$ cat src/rtl/ace_snoop_if.sv
// rtl/ace_snoop_if.sv - snoop address/response/data, cache lookup and line data signals
interface ace_snoop_if #(
  parameter int AddrWidth = 64,
  parameter int DataWidth = 64
);
  logic                 ac_valid_i;
  logic                 ac_ready_o;
  logic [AddrWidth-1:0] ac_addr_i;
  logic [3:0]           ac_snoop_i;
  logic [2:0]           ac_prot_i;
  logic                 cr_valid_o;
  logic                 cr_ready_i;
  logic [4:0]           cr_resp_o;
  logic                 cd_valid_o;
  logic                 cd_ready_i;
  logic [DataWidth-1:0] cd_data_o;
  logic                 cd_last_o;
  logic                 lu_valid_o;
  logic                 lu_ready_i;
  logic [AddrWidth-1:0] lu_addr_o;
  logic [1:0]           lu_op_o;
  logic                 lu_data_o;
  logic                 lu_rsp_valid_i;
  logic                 lu_hit_i;
  logic                 lu_dirty_i;
  logic                 lu_unique_i;
  logic                 dat_valid_i;
  logic                 dat_ready_o;
  logic [DataWidth-1:0] dat_data_i;

  modport slave (
    input  ac_valid_i, ac_addr_i, ac_snoop_i, ac_prot_i, cr_ready_i, cd_ready_i,
           lu_ready_i, lu_rsp_valid_i, lu_hit_i, lu_dirty_i, lu_unique_i,
           dat_valid_i, dat_data_i,
    output ac_ready_o, cr_valid_o, cr_resp_o, cd_valid_o, cd_data_o, cd_last_o,
           lu_valid_o, lu_addr_o, lu_op_o, lu_data_o, dat_ready_o
  );

  modport master (
    output ac_valid_i, ac_addr_i, ac_snoop_i, ac_prot_i, cr_ready_i, cd_ready_i,
           lu_ready_i, lu_rsp_valid_i, lu_hit_i, lu_dirty_i, lu_unique_i,
           dat_valid_i, dat_data_i,
    input  ac_ready_o, cr_valid_o, cr_resp_o, cd_valid_o, cd_data_o, cd_last_o,
           lu_valid_o, lu_addr_o, lu_op_o, lu_data_o, dat_ready_o
  );
endinterface

$ cat src/rtl/ace_snoop_responder.sv
// rtl/ace_snoop_responder.sv - ACE snoop responder: cache lookup, CR response, CD line data
module ace_snoop_responder #(
  parameter int AddrWidth = 64,
  parameter int DataWidth = 64,
  parameter int LineBeats = 4
) (
  input logic        clk_i,
  input logic        rst_ni,
  ace_snoop_if.slave bus
);
  localparam int CntW = $clog2(LineBeats);
  localparam int OffW = $clog2(LineBeats * DataWidth / 8);
  localparam logic [CntW-1:0] LastBeat = CntW'(LineBeats - 1);

  typedef enum logic [2:0] {IDLE, LOOKUP, WAIT_RSP, RESP, DATA, DRAIN} state_t;

  state_t               state;
  logic [3:0]           snoop;
  logic                 hit;
  logic [CntW-1:0]      cnt;
  logic                 ac_ready;
  logic                 lu_valid;
  logic [AddrWidth-1:0] lu_addr;
  logic [1:0]           lu_op;
  logic                 lu_data;
  logic                 cr_valid;
  logic [4:0]           cr_resp;

  logic                 dec_ok;
  logic [1:0]           dec_op;
  logic                 dec_data;
  logic [4:0]           rsp;

  always_comb begin
    dec_ok   = 1'b1;
    dec_op   = 2'd0;
    dec_data = 1'b1;
    case (bus.ac_snoop_i)
      4'b0000:                   dec_op = 2'd0;
      4'b0001, 4'b0010, 4'b0011: dec_op = 2'd1;
      4'b0111, 4'b1001:          dec_op = 2'd3;
      4'b1000:                   dec_op = 2'd2;
      4'b1101: begin
        dec_op   = 2'd3;
        dec_data = 1'b0;
      end
      default:                   dec_ok = 1'b0;
    endcase
  end

  // Response bits: {WasUnique, IsShared, PassDirty, Error, DataTransfer}
  always_comb begin
    rsp = 5'b00000;
    if (bus.lu_hit_i) begin
      case (snoop)
        4'b0000, 4'b0001, 4'b0010, 4'b0011: rsp = {bus.lu_unique_i, 1'b1, 1'b0, 1'b0, 1'b1};
        4'b0111, 4'b1001: rsp = {bus.lu_unique_i, 1'b0, bus.lu_dirty_i, 1'b0, 1'b1};
        4'b1000:          rsp = {bus.lu_unique_i, 1'b1, bus.lu_dirty_i, 1'b0, bus.lu_dirty_i};
        default:          rsp = {bus.lu_unique_i, 4'b0000};
      endcase
    end
  end

  always_ff @(posedge clk_i) begin
    if (!rst_ni) begin
      state    <= IDLE;
      snoop    <= 4'd0;
      hit      <= 1'b0;
      cnt      <= '0;
      ac_ready <= 1'b1;
      lu_valid <= 1'b0;
      lu_addr  <= '0;
      lu_op    <= 2'd0;
      lu_data  <= 1'b0;
      cr_valid <= 1'b0;
      cr_resp  <= 5'd0;
    end else begin
      case (state)
        IDLE: if (bus.ac_valid_i) begin
          snoop    <= bus.ac_snoop_i;
          ac_ready <= 1'b0;
          if (dec_ok) begin
            lu_valid <= 1'b1;
            lu_addr  <= {bus.ac_addr_i[AddrWidth-1:OffW], OffW'(0)};
            lu_op    <= dec_op;
            lu_data  <= dec_data;
            state    <= LOOKUP;
          end else begin
            hit      <= 1'b0;
            cr_resp  <= 5'b00010;
            cr_valid <= 1'b1;
            state    <= RESP;
          end
        end
        LOOKUP: if (bus.lu_ready_i) begin
          lu_valid <= 1'b0;
          // A status pulse coincident with the accept is taken here directly
          if (bus.lu_rsp_valid_i) begin
            hit      <= bus.lu_hit_i;
            cr_resp  <= rsp;
            cr_valid <= 1'b1;
            state    <= RESP;
          end else begin
            state    <= WAIT_RSP;
          end
        end
        WAIT_RSP: if (bus.lu_rsp_valid_i) begin
          hit      <= bus.lu_hit_i;
          cr_resp  <= rsp;
          cr_valid <= 1'b1;
          state    <= RESP;
        end
        RESP: if (bus.cr_ready_i) begin
          cr_valid <= 1'b0;
          cnt      <= '0;
          if (cr_resp[0]) begin
            state <= DATA;
          end else if (hit && lu_data) begin
            state <= DRAIN;
          end else begin
            ac_ready <= 1'b1;
            state    <= IDLE;
          end
        end
        DATA: if (bus.dat_valid_i && bus.cd_ready_i) begin
          cnt <= cnt + 1'b1;
          if (cnt == LastBeat) begin
            ac_ready <= 1'b1;
            state    <= IDLE;
          end
        end
        DRAIN: if (bus.dat_valid_i) begin
          cnt <= cnt + 1'b1;
          if (cnt == LastBeat) begin
            ac_ready <= 1'b1;
            state    <= IDLE;
          end
        end
        default: state <= IDLE;
      endcase
    end
  end

  assign bus.ac_ready_o  = ac_ready;
  assign bus.lu_valid_o  = lu_valid;
  assign bus.lu_addr_o   = lu_addr;
  assign bus.lu_op_o     = lu_op;
  assign bus.lu_data_o   = lu_data;
  assign bus.cr_valid_o  = cr_valid;
  assign bus.cr_resp_o   = cr_resp;
  assign bus.cd_valid_o  = (state == DATA) && bus.dat_valid_i;
  assign bus.cd_data_o   = bus.dat_data_i;
  assign bus.cd_last_o   = (state == DATA) && (cnt == LastBeat);
  assign bus.dat_ready_o = (state == DATA) ? bus.cd_ready_i : (state == DRAIN);
endmodule

$ cat src/flat_wrapper.sv
// flat-port wrapper written by rule: the top's interface ports become plain ports
module ace_snoop_responder_flat 
#(
  parameter int AddrWidth = 64,
  parameter int DataWidth = 64,
  parameter int LineBeats = 4
)
  (clk_i, rst_ni, bus_ac_valid_i, bus_ac_addr_i, bus_ac_snoop_i, bus_ac_prot_i, bus_cr_ready_i, bus_cd_ready_i, bus_lu_ready_i, bus_lu_rsp_valid_i, bus_lu_hit_i, bus_lu_dirty_i, bus_lu_unique_i, bus_dat_valid_i, bus_dat_data_i, bus_ac_ready_o, bus_cr_valid_o, bus_cr_resp_o, bus_cd_valid_o, bus_cd_data_o, bus_cd_last_o, bus_lu_valid_o, bus_lu_addr_o, bus_lu_op_o, bus_lu_data_o, bus_dat_ready_o);
  ace_snoop_if #(.AddrWidth(AddrWidth), .DataWidth(DataWidth)) bus_i ();
  input logic clk_i;
  input logic rst_ni;
  input wire logic [$bits(bus_i.ac_valid_i)-1:0] bus_ac_valid_i;
  input wire logic [$bits(bus_i.ac_addr_i)-1:0] bus_ac_addr_i;
  input wire logic [$bits(bus_i.ac_snoop_i)-1:0] bus_ac_snoop_i;
  input wire logic [$bits(bus_i.ac_prot_i)-1:0] bus_ac_prot_i;
  input wire logic [$bits(bus_i.cr_ready_i)-1:0] bus_cr_ready_i;
  input wire logic [$bits(bus_i.cd_ready_i)-1:0] bus_cd_ready_i;
  input wire logic [$bits(bus_i.lu_ready_i)-1:0] bus_lu_ready_i;
  input wire logic [$bits(bus_i.lu_rsp_valid_i)-1:0] bus_lu_rsp_valid_i;
  input wire logic [$bits(bus_i.lu_hit_i)-1:0] bus_lu_hit_i;
  input wire logic [$bits(bus_i.lu_dirty_i)-1:0] bus_lu_dirty_i;
  input wire logic [$bits(bus_i.lu_unique_i)-1:0] bus_lu_unique_i;
  input wire logic [$bits(bus_i.dat_valid_i)-1:0] bus_dat_valid_i;
  input wire logic [$bits(bus_i.dat_data_i)-1:0] bus_dat_data_i;
  output wire logic [$bits(bus_i.ac_ready_o)-1:0] bus_ac_ready_o;
  output wire logic [$bits(bus_i.cr_valid_o)-1:0] bus_cr_valid_o;
  output wire logic [$bits(bus_i.cr_resp_o)-1:0] bus_cr_resp_o;
  output wire logic [$bits(bus_i.cd_valid_o)-1:0] bus_cd_valid_o;
  output wire logic [$bits(bus_i.cd_data_o)-1:0] bus_cd_data_o;
  output wire logic [$bits(bus_i.cd_last_o)-1:0] bus_cd_last_o;
  output wire logic [$bits(bus_i.lu_valid_o)-1:0] bus_lu_valid_o;
  output wire logic [$bits(bus_i.lu_addr_o)-1:0] bus_lu_addr_o;
  output wire logic [$bits(bus_i.lu_op_o)-1:0] bus_lu_op_o;
  output wire logic [$bits(bus_i.lu_data_o)-1:0] bus_lu_data_o;
  output wire logic [$bits(bus_i.dat_ready_o)-1:0] bus_dat_ready_o;
  assign bus_i.ac_valid_i = bus_ac_valid_i;
  assign bus_i.ac_addr_i = bus_ac_addr_i;
  assign bus_i.ac_snoop_i = bus_ac_snoop_i;
  assign bus_i.ac_prot_i = bus_ac_prot_i;
  assign bus_i.cr_ready_i = bus_cr_ready_i;
  assign bus_i.cd_ready_i = bus_cd_ready_i;
  assign bus_i.lu_ready_i = bus_lu_ready_i;
  assign bus_i.lu_rsp_valid_i = bus_lu_rsp_valid_i;
  assign bus_i.lu_hit_i = bus_lu_hit_i;
  assign bus_i.lu_dirty_i = bus_lu_dirty_i;
  assign bus_i.lu_unique_i = bus_lu_unique_i;
  assign bus_i.dat_valid_i = bus_dat_valid_i;
  assign bus_i.dat_data_i = bus_dat_data_i;
  assign bus_ac_ready_o = bus_i.ac_ready_o;
  assign bus_cr_valid_o = bus_i.cr_valid_o;
  assign bus_cr_resp_o = bus_i.cr_resp_o;
  assign bus_cd_valid_o = bus_i.cd_valid_o;
  assign bus_cd_data_o = bus_i.cd_data_o;
  assign bus_cd_last_o = bus_i.cd_last_o;
  assign bus_lu_valid_o = bus_i.lu_valid_o;
  assign bus_lu_addr_o = bus_i.lu_addr_o;
  assign bus_lu_op_o = bus_i.lu_op_o;
  assign bus_lu_data_o = bus_i.lu_data_o;
  assign bus_dat_ready_o = bus_i.dat_ready_o;
  ace_snoop_responder #(.AddrWidth(AddrWidth), .DataWidth(DataWidth), .LineBeats(LineBeats)) u_core (.clk_i(clk_i), .rst_ni(rst_ni), .bus(bus_i));
endmodule
$ cat config.mk
export PLATFORM = sky130hd
export DESIGN_NAME = ace_snoop_responder_flat
export DESIGN_NICKNAME = d
export VERILOG_FILES = /design/src/rtl/ace_snoop_if.sv /design/src/rtl/ace_snoop_responder.sv /design/src/flat_wrapper.sv
export SDC_FILE = /design/constraint.sdc
export NUM_CORES = 1
export LEC_CHECK = 0
export BUFFER_PORTS_ARGS = -buffer_cell sky130_fd_sc_hd__clkbuf_2
export CAP_MARGIN = 20
export CORE_AREA = 2 2 113 115
export CTS_CLUSTER_SIZE = 16
export DETAILED_ROUTE_END_ITERATION = 7
export DIE_AREA = 0 0 115 117
export GPL_ROUTABILITY_DRIVEN = 0
export PLACE_DENSITY = 0.65
export REMOVE_ABC_BUFFERS = 1
export SLEW_MARGIN = 15
export SYNTH_ARGS = -nofsm -noshare
export SYNTH_HDL_FRONTEND = slang
export SYNTH_SLANG_ARGS = --single-unit
$ cat constraint.sdc
create_clock -name clk_i -period 4.3 [get_ports clk_i]
set_input_delay 0.215 -clock clk_i [delete_from_list [all_inputs] [get_ports clk_i]]
set_output_delay 0.215 -clock clk_i [all_outputs]
set_load 0.005 [all_outputs]
==> impl_metrics.tcl, run 1 <==
set metrics [dict create \
    status "finished, final reports clean" \
    first_pass_iters 4 \
    multi_input_area_mm2 0.00158 \
    io_buffer_count 146 \
    rsz0062_at_grt "false" \
    slew_violations 0 \
    final_layout_size_suffix_gt1_share_pct 35.6 \
    r2r-end "u_core.bus.lu_addr_o[22]" \
    tightest_slew_ns 0.719 \
    num_vias 3093 \
    clk_latency_ns 0.34 \
    drcViolationCount 0 \
    ys_seq_elements 80 \
    r2r_cells 5 \
    hold_path_class "input port to register" \
    mostFrequentLayoutCells "146 x clkbuf_2, 80 x dfxtp_1, 74 x nor2_1, 68 x mux2i_1" \
    initial_core_util_pct 31.6 \
    rr_startpoint "u_core.state[1]" \
    yosysSeqAreaShare_pct 41.1 \
    critPathKind "register to register" \
    critPathLaunchType "register" \
    viasPerCell 4.84 \
    holdPathStages 3 \
    power.density_mw_per_mm2 445 \
    cts_resized 0 \
    synth_ff_type "dfxtp_1" \
    clockRootBuffer "clkbuf_16" \
    final_nets 631 \
    overflow 0 \
    max_slew_margin_pct 52.0 \
    fp-row-count 41 \
    period_share_pct 56.9 \
    leakagePower_uw 0.00201 \
    hpwl_um 10300 \
    io_pins 288 \
    synthToLayoutAreaGrowth_pct 13.9 \
    ir_drop_v 0.000220 \
    regToRegSetupSlack_ns 1.85 \
    clkSinkCount 80 \
    cts_buffer_depth 2 \
    arrival_ns 2.65 \
    antenna_found_initial 0 \
    die_x_um 115 \
    coreArea_mm2 0.0123 \
    fin_skew_ns 0.00726 \
    clk_pin_slew_ns 0.06 \
    achievable-frequency_mhz 409 \
    die_h_um 117 \
    synth_cells 411 \
    crit_start "u_core.state[1]" \
    cts_tree "built" \
    layout_commonest_cell "clkbuf_2" \
    tns_ns 0 \
    dieArea_mm2 0.0135 \
    drt_iter0_drc 224 \
    end_kind "register" \
    whs_ns 0.111 \
    grt_pass1_vias 2865 \
    layout_min_cycle_time_ns 2.45 \
    worst_ep_required_time_ns 4.50 \
    track_usage_pct 19.3 \
    ff_latch_area_mm2 0.00160 \
    synth_cell_type_count 46 \
    cts_buffers 9 \
    yosys_warnings 0 \
    grt_max_degree 42 \
    fillers 1266 \
    routedWlPerCell_um 20.6 \
    antennaDiodeCount 0 \
    grt_pass1_wl_um 18500 \
    final_hold_viol_count 0 \
    crit_fanout 32 \
    syn_area_per_cell_um2 9.47 \
    synthArstFlopShare_pct 0 \
    setup_viol 0 \
    synth_area_mm2 0.00389 \
    crit_end "u_core.bus.lu_addr_o[22]" \
    ant_nets 0 \
    cts_setup_buffers 0 \
    holdBufCountCts 0 \
    h-tree-depth 3 \
    synth_edf_count 0 \
    wl_um 13200 \
    drv_cap 0 \
]
-- registers in the layout, indices dropped and copies added (netlist names) --
signal and cells:
u_core.bus.lu_addr_o 59, u_core.snoop 4, u_core.bus.lu_data_o 1, u_core.bus.cr_resp_o 5
u_core.bus.lu_valid_o 1, u_core.bus.ac_ready_o 1, u_core.cnt 2, u_core.bus.cr_valid_o 1
u_core.bus.lu_op_o 2, u_core.hit 1, u_core.state 3
-- power by group --
group	internal, uW	switching, uW
Combinational	177	178
Sequential	804	58.2
Clock	450	304
-- synthesized netlist by cell type, types with 2 or more instances --
cell	count	share of area, %
buf_4	69	13
nand2b_1	4	0.64
a211oi_1	3	0.58
o22ai_1	2	0.32
mux2i_1	68	17
nor3_1	3	0.39
nand3_1	4	0.51
a22oi_1	3	0.58
o21ai_0	10	1.3
buf_2	2	0.26
and3_1	4	0.64
clkbuf_1	11	1.1
inv_1	5	0.48
dfxtp_1	80	41
a211oi_2	3	0.96
nor2b_1	5	0.80
a22o_1	2	0.45
buf_12	6	3.1
nor2_1	74	7.1
nand2_1	12	1.2
nand3b_1	2	0.39
nor2_2	3	0.48
a21oi_1	12	1.5
buf_6	2	0.58
-- how the worst min path moves through the flow --
stage | start | endpoint | slack (ns)
final | bus_ac_addr_i[38] | u_core.bus.lu_addr_o[38] | 0.11
after global routing | bus_ac_addr_i[56] | u_core.bus.lu_addr_o[56] | 0.11
after CTS | bus_lu_unique_i | u_core.bus.cr_resp_o[4] | 0.09
after detailed placement | bus_dat_data_i[53] | bus_cd_data_o[53] | 0.43
after global placement | bus_dat_data_i[53] | bus_cd_data_o[53] | 0.43
after floorplan | rst_ni | u_core.bus.lu_op_o[1] | 0.35
-- metal layers --
metal,share of wire (%),GRT usage (%)
met1,40,22.0
met2,36,23.4
met3,22,18.8
met4,1.4,6.43
met5,1.1,10.4
-- cell families after synthesis --
kind of cell    share of synthesized area [%]
buf+inv                                  19.0
flops                                    41.1
other cells                            0.0963
mux                                      17.8
xor+xnor                                0.450
compound gates                           7.74
fa+ha+maj                               0.321
simple gates                             13.5
-- cell type report --
| type | instances | share of cell area [%] |
|---|---|---|
| Inverter | 6 | 0.508 |
| Multi-Input combinational cell | 238 | 35.6 |
| Timing Repair Buffer | 149 | 17.0 |
| Clock inverter | 5 | 1.30 |
| Sequential cell | 80 | 36.1 |
| Tap cell | 150 | 4.23 |
| Clock buffer | 11 | 5.25 |
-- metrics by stage --
stage	area, um^2	cells	total power (uW)	util (%)	worst slack [ns]
5_1_grt	4440	639	2080	36.0	1.68
3_3_place_gp	4150	623	1230	33.7	1.89
3_5_place_dp	4150	623	1230	33.7	1.87
4_1_cts	4440	639	2000	36.0	1.86
2_1_floorplan	3190	324	1110	-	-1.10
6_report	4440	639	1970	36.0	1.85
-- worst max-delay path, cell delays in order, from the launching register on --
cell and delay [ns]:
dfxtp_1 0.54, or4b_4 0.72, a221oi_4 0.22, buf_4 0.49, mux2i_1 0.25, nor2_1 0.06
No activity file was read; power rests on OpenSTA's default activity.
==> run 2, diff against run 1 <==
==> constraint.sdc (replaced) <==
create_clock -name clk_i -period 2.3 [get_ports clk_i]
set_input_delay 0.115 -clock clk_i [delete_from_list [all_inputs] [get_ports clk_i]]
set_output_delay 0.115 -clock clk_i [all_outputs]
set_load 0.005 [all_outputs]
==> run 2 against run 1 <==
Critical path type unchanged. Clock skew decreased by 0.0016 ns. Routed wire length increased by 5.9%. Register-to-register slack got worse by 1.6 ns. Sequential power increased by 83%.
==> impl_metrics.tcl, run 2 (same netlist as run 1, synthesis figures left out) <==
set metrics [dict create \
    status "finished, final reports clean" \
    cts_buffer_depth 2 \
    cts_setup_buffers 0 \
    crit_slowest_cell "or4b_4" \
    clk_pin_slew_ns 0.07 \
    fin_skew_ns 0.00563 \
    clockRootBuffer "clkbuf_16" \
    hold_path_class "input port to register" \
    slowest_delay_ns 0.63 \
    dp_cells 627 \
    antenna_found_initial 0 \
    ant_nets 0 \
    hpwl_um 10600 \
    synthToLayoutAreaGrowth_pct 18.7 \
    layout_commonest_cell "clkbuf_2" \
    drcViolationCount 0 \
    clkSinkCount 80 \
    antennaDiodeCount 0 \
    mostFrequentLayoutCells "146 x clkbuf_2, 80 x dfxtp_1, 74 x nor2_1, 68 x mux2i_1, 13 x dlygate4sd3_1" \
    cts_buffers 9 \
    period_share_pct 87.4 \
    drt_iter0_drc 251 \
    setup_viol 0 \
    slew_violations 0 \
    io_pins 288 \
    grt_pass1_wl_um 19300 \
    final_cell_area_mm2 0.00462 \
    first_pass_iters 4 \
    io_buffer_count 146 \
    final_util_pct 37.6 \
    rsz0062_at_grt "false" \
    critPathKind "register to register" \
    achievable-frequency_mhz 497 \
    grt_max_degree 41 \
    grt_pass1_vias 2982 \
    holdBufCountCts 13 \
    track_usage_pct 20.3 \
    dpl_cell_area_mm2 0.00421 \
    wl_um 14000 \
    viasPerCell 4.91 \
    die_h_um 117 \
    cts_resized 0 \
    leakagePower_uw 0.00209 \
    max_slew_margin_pct 56.0 \
    fp-row-count 41 \
    fillers 1261 \
    largest_reg_flops 59 \
    h-tree-depth 3 \
    final_layout_size_suffix_gt1_share_pct 35.6 \
    finalPower_uw 3700 \
    critPathLaunchType "register" \
    final_nets 648 \
    power.density_mw_per_mm2 801 \
    arrival_ns 2.22 \
    tightest_slew_ns 0.659 \
    worst_ep_required_time_ns 2.51 \
    drv_cap 0 \
    initial_core_util_pct 31.6 \
    cts_tree "built" \
    dieArea_mm2 0.0135 \
    crit_fanout 31 \
    final_hold_viol_count 0 \
    die_x_um 115 \
    stdcell_count 656 \
    coreArea_mm2 0.0123 \
    end_kind "register" \
    layout_min_cycle_time_ns 2.01 \
    cp_cell_sequence "or4b_4, a221oi_4, buf_12, mux2i_1, nor2_1" \
    overflow 0 \
    routedWlPerCell_um 21.3 \
    clk_latency_ns 0.34 \
    ir_drop_v 0.000305 \
    num_vias 3221 \
]
-- run 2: area by class of cell --
class | count | area [um^2] | area share [%]
sequential | 80 | 1600 | 34.6
multi-input combinational | 238 | 1580 | 34.2
timing repair buffer | 166 | 951 | 20.6
clock buffer | 9 | 225 | 4.87
tap | 150 | 188 | 4.06
clock inverter | 7 | 55.1 | 1.19
inverter | 6 | 22.5 | 0.487
-- run 2: stage by stage --
stage	worst slack, ns	setup TNS [ns]	hold WS [ns]
finish	0.289	0	0.0103
global route	0.191	0	0.0112
CTS	0.280	0	0.000168
detailed placement	0.288	0	0.230
global placement	0.346	0	0.230
floorplan	-3.10	-191.44	0.230
-- run 2: worst max-delay path, delay by kind of cell, from the launching register on --
kind | cells | cell delay, ns
flops | 1 | 0.31
simple gates | 2 | 0.68
mux | 1 | 0.26
compound gates | 1 | 0.32
buf+inv | 1 | 0.27
-- run 2: path summary, 6_finish.rpt --
kind	startpoint	to	slack (ns)	cells past startpoint
setup / recovery	u_core.state[0]	u_core.bus.lu_addr_o[30]	0.29	5
hold reg to reg	u_core.bus.cr_resp_o[1]	u_core.bus.cr_resp_o[1]	0.46	2
setup reg to reg	u_core.state[0]	u_core.bus.lu_addr_o[30]	0.29	5
hold / removal	bus_ac_addr_i[8]	u_core.bus.lu_addr_o[8]	0.01	3
-- run 2: power breakdown --
part / total (uW) / internal (uW) / switching [uW]
combinational: 757 / 373 / 384
clock: 1370 / 742 / 623
sequential: 1580 / 1500 / 77.1
-- run 2: layer usage --
| layer | up-vias | wire (um) | global-route usage, % |
|---|---|---|---|
| li1 | 1494 | - | - |
| met1 | 1445 | 5480 | 22.0 |
| met2 | 265 | 5350 | 26.2 |
| met3 | 13 | 2870 | 20.3 |
| met4 | 4 | 150 | 6.18 |
| met5 | - | 97 | 10.4 |
==> run 3, diff against run 2 <==
--- a/config.mk
+++ b/config.mk
@@ -5,7 +5,7 @@
 export SDC_FILE = /design/constraint.sdc
 export NUM_CORES = 1
 export LEC_CHECK = 0
-export BUFFER_PORTS_ARGS = -buffer_cell sky130_fd_sc_hd__clkbuf_2
+export BUFFER_PORTS_ARGS = -buffer_cell sky130_fd_sc_hd__buf_4
 export CAP_MARGIN = 20
 export CORE_AREA = 2 2 113 115
 export CTS_CLUSTER_SIZE = 16
==> run 3 against run 2 <==
Count of clock-buffer cells in the layout is 2 higher. Clock power is 21% higher. Utilization is 4.0 points higher. Via count is 0.25% lower. Largest cell class unchanged.
==> impl_metrics.tcl, run 3 (same netlist as run 1, synthesis figures left out) <==
set metrics [dict create \
    status "finished, final reports clean" \
    drv_cap 0 \
    clk_pin_slew_ns 0.06 \
    slowest_delay_ns 0.63 \
    clk_latency_ns 0.34 \
    hpwl_um 10500 \
    antenna_found_initial 0 \
    synthToLayoutAreaGrowth_pct 31.4 \
    slew_violations 0 \
    crit_fanout 36 \
    fp-row-count 41 \
    num_vias 3213 \
    rsz0062_at_grt "false" \
    final_cell_area_mm2 0.00511 \
    overflow 0 \
    largest_reg_flops 59 \
    die_x_um 115 \
    achievable-frequency_mhz 499 \
    period_share_pct 87.1 \
    first_pass_iters 4 \
    setup_viol 0 \
    crit_slowest_cell "or4b_4" \
    worst_ep_required_time_ns 2.53 \
    cts_setup_buffers 0 \
    max_slew_margin_pct 59.3 \
    grt_pass1_wl_um 19600 \
    clockRootBuffer "clkbuf_16" \
    finalPower_uw 4080 \
    holdPathStages 3 \
    antennaDiodeCount 0 \
    drt_iter0_drc 176 \
    fin_skew_ns 0.00438 \
    critPathKind "register to register" \
    hold_path_class "input port to register" \
    power.density_mw_per_mm2 798 \
    viasPerCell 4.85 \
    final_nets 654 \
    layout_min_cycle_time_ns 2.00 \
    grt_max_degree 44 \
    critical_path_buf_inv_count 1 \
    min_to "u_core.bus.lu_addr_o[53]" \
    r2r_cells 5 \
    clkSinkCount 80 \
    whs_ns 0.0169 \
    final_hold_viol_count 0 \
    dpl_cell_area_mm2 0.00458 \
    path_delay_family "simple AND/OR/NAND/NOR gates" \
    mostFrequentLayoutCells "150 x buf_4, 80 x dfxtp_1, 74 x nor2_1, 68 x mux2i_1, 19 x dlygate4sd3_1" \
    dieArea_mm2 0.0135 \
    grt_pass1_vias 3046 \
    holdBufCountCts 19 \
    cts_resized 0 \
    track_usage_pct 20.3 \
    drcViolationCount 0 \
    cts_tree "built" \
    cts_buffers 9 \
    die_h_um 117 \
    r2r-end "u_core.bus.lu_addr_o[39]" \
    io_buffer_count 146 \
    ir_drop_v 0.000367 \
    min_from "bus_ac_addr_i[53]" \
    tightest_slew_ns 0.609 \
    tns_ns 0 \
    leakagePower_uw 0.00225 \
    wl_um 13700 \
    regToRegSetupSlack_ns 0.30 \
    coreArea_mm2 0.0123 \
    layout_commonest_cell "buf_4" \
    io_pins 288 \
    final_layout_size_suffix_gt1_share_pct 35.0 \
    rr_startpoint "u_core.state[0]" \
    cp.depth 5 \
    h-tree-depth 3 \
    critPathLaunchType "register" \
    initial_core_util_pct 31.6 \
    arrival_ns 2.23 \
    end_kind "register" \
    routedWlPerCell_um 20.7 \
    cp_cell_sequence "or4b_4, a221oi_4, buf_12, mux2i_1, nor2_1" \
    cts_buffer_depth 2 \
    ant_nets 0 \
]
==> run 3: changes by cell type in the layout (fill, tap and decap cells not counted) <==
| cell | delta |
|---|---|
| buf_4 | +146 |
| bufinv_16 | +3 |
| clkbuf_1 | +1 |
| clkbuf_2 | -146 |
| clkbuf_8 | +1 |
| clkinvlp_4 | -2 |
| dlygate4sd3_1 | +6 |
| inv_6 | -3 |
==> run 3: how the worst max path moves through the flow <==
stage | startpoint | end | slack (ns)
global route | u_core.state[0] | u_core.bus.lu_addr_o[50] | 0.19
finish | u_core.state[0] | u_core.bus.lu_addr_o[39] | 0.30
detailed placement | u_core.state[0] | u_core.bus.lu_addr_o[34] | 0.29
global placement | u_core.state[0] | u_core.bus.lu_addr_o[50] | 0.33
CTS | u_core.state[0] | u_core.bus.lu_addr_o[34] | 0.28
floorplan | u_core.state[1] | u_core.bus.lu_addr_o[10] | -3.10
==> run 3: routing by layer <==
metal / share of wire [%] / global-route usage, %
met3: 21 / 19.8
met2: 37 / 25.3
met1: 40 / 23.2
met5: 1.2 / 11.1
met4: 1.1 / 5.38
==> run 3: worst register-to-register path: cells and delay by family (launching register included) <==
kind	cells	cell delay, ns
multiplexers	1	0.27
buffers and inverters	1	0.30
AND/OR/NAND/NOR	2	0.69
AO/OA/AOI/OAI	1	0.33
flip-flops	1	0.31
==> run 3: cell type report <==
class                      count  area [um^2]
inverter                       6         22.5
multi-input combinational    238         1580
fill                        1195         7200
timing repair buffer         172         1380
sequential                    80         1600
tap                          150          188
clock inverter                 5          104
clock buffer                  11          243
==> run 3: power breakdown <==
part / total (uW) / switching (uW) / internal, uW
logic: 844 / 380 / 464
registers: 1580 / 78.8 / 1500
clock network: 1660 / 565 / 1090
total: 4080 / 1020 / 3060
==> run 3: metrics by stage <==
step	worst slack, ns	instances	utilization [%]
floorplan	-3.10	324	-
global placement	0.333	627	37.2
detailed placement	0.289	627	37.2
CTS	0.278	662	41.5
global route	0.188	662	41.5
finish	0.298	662	41.5
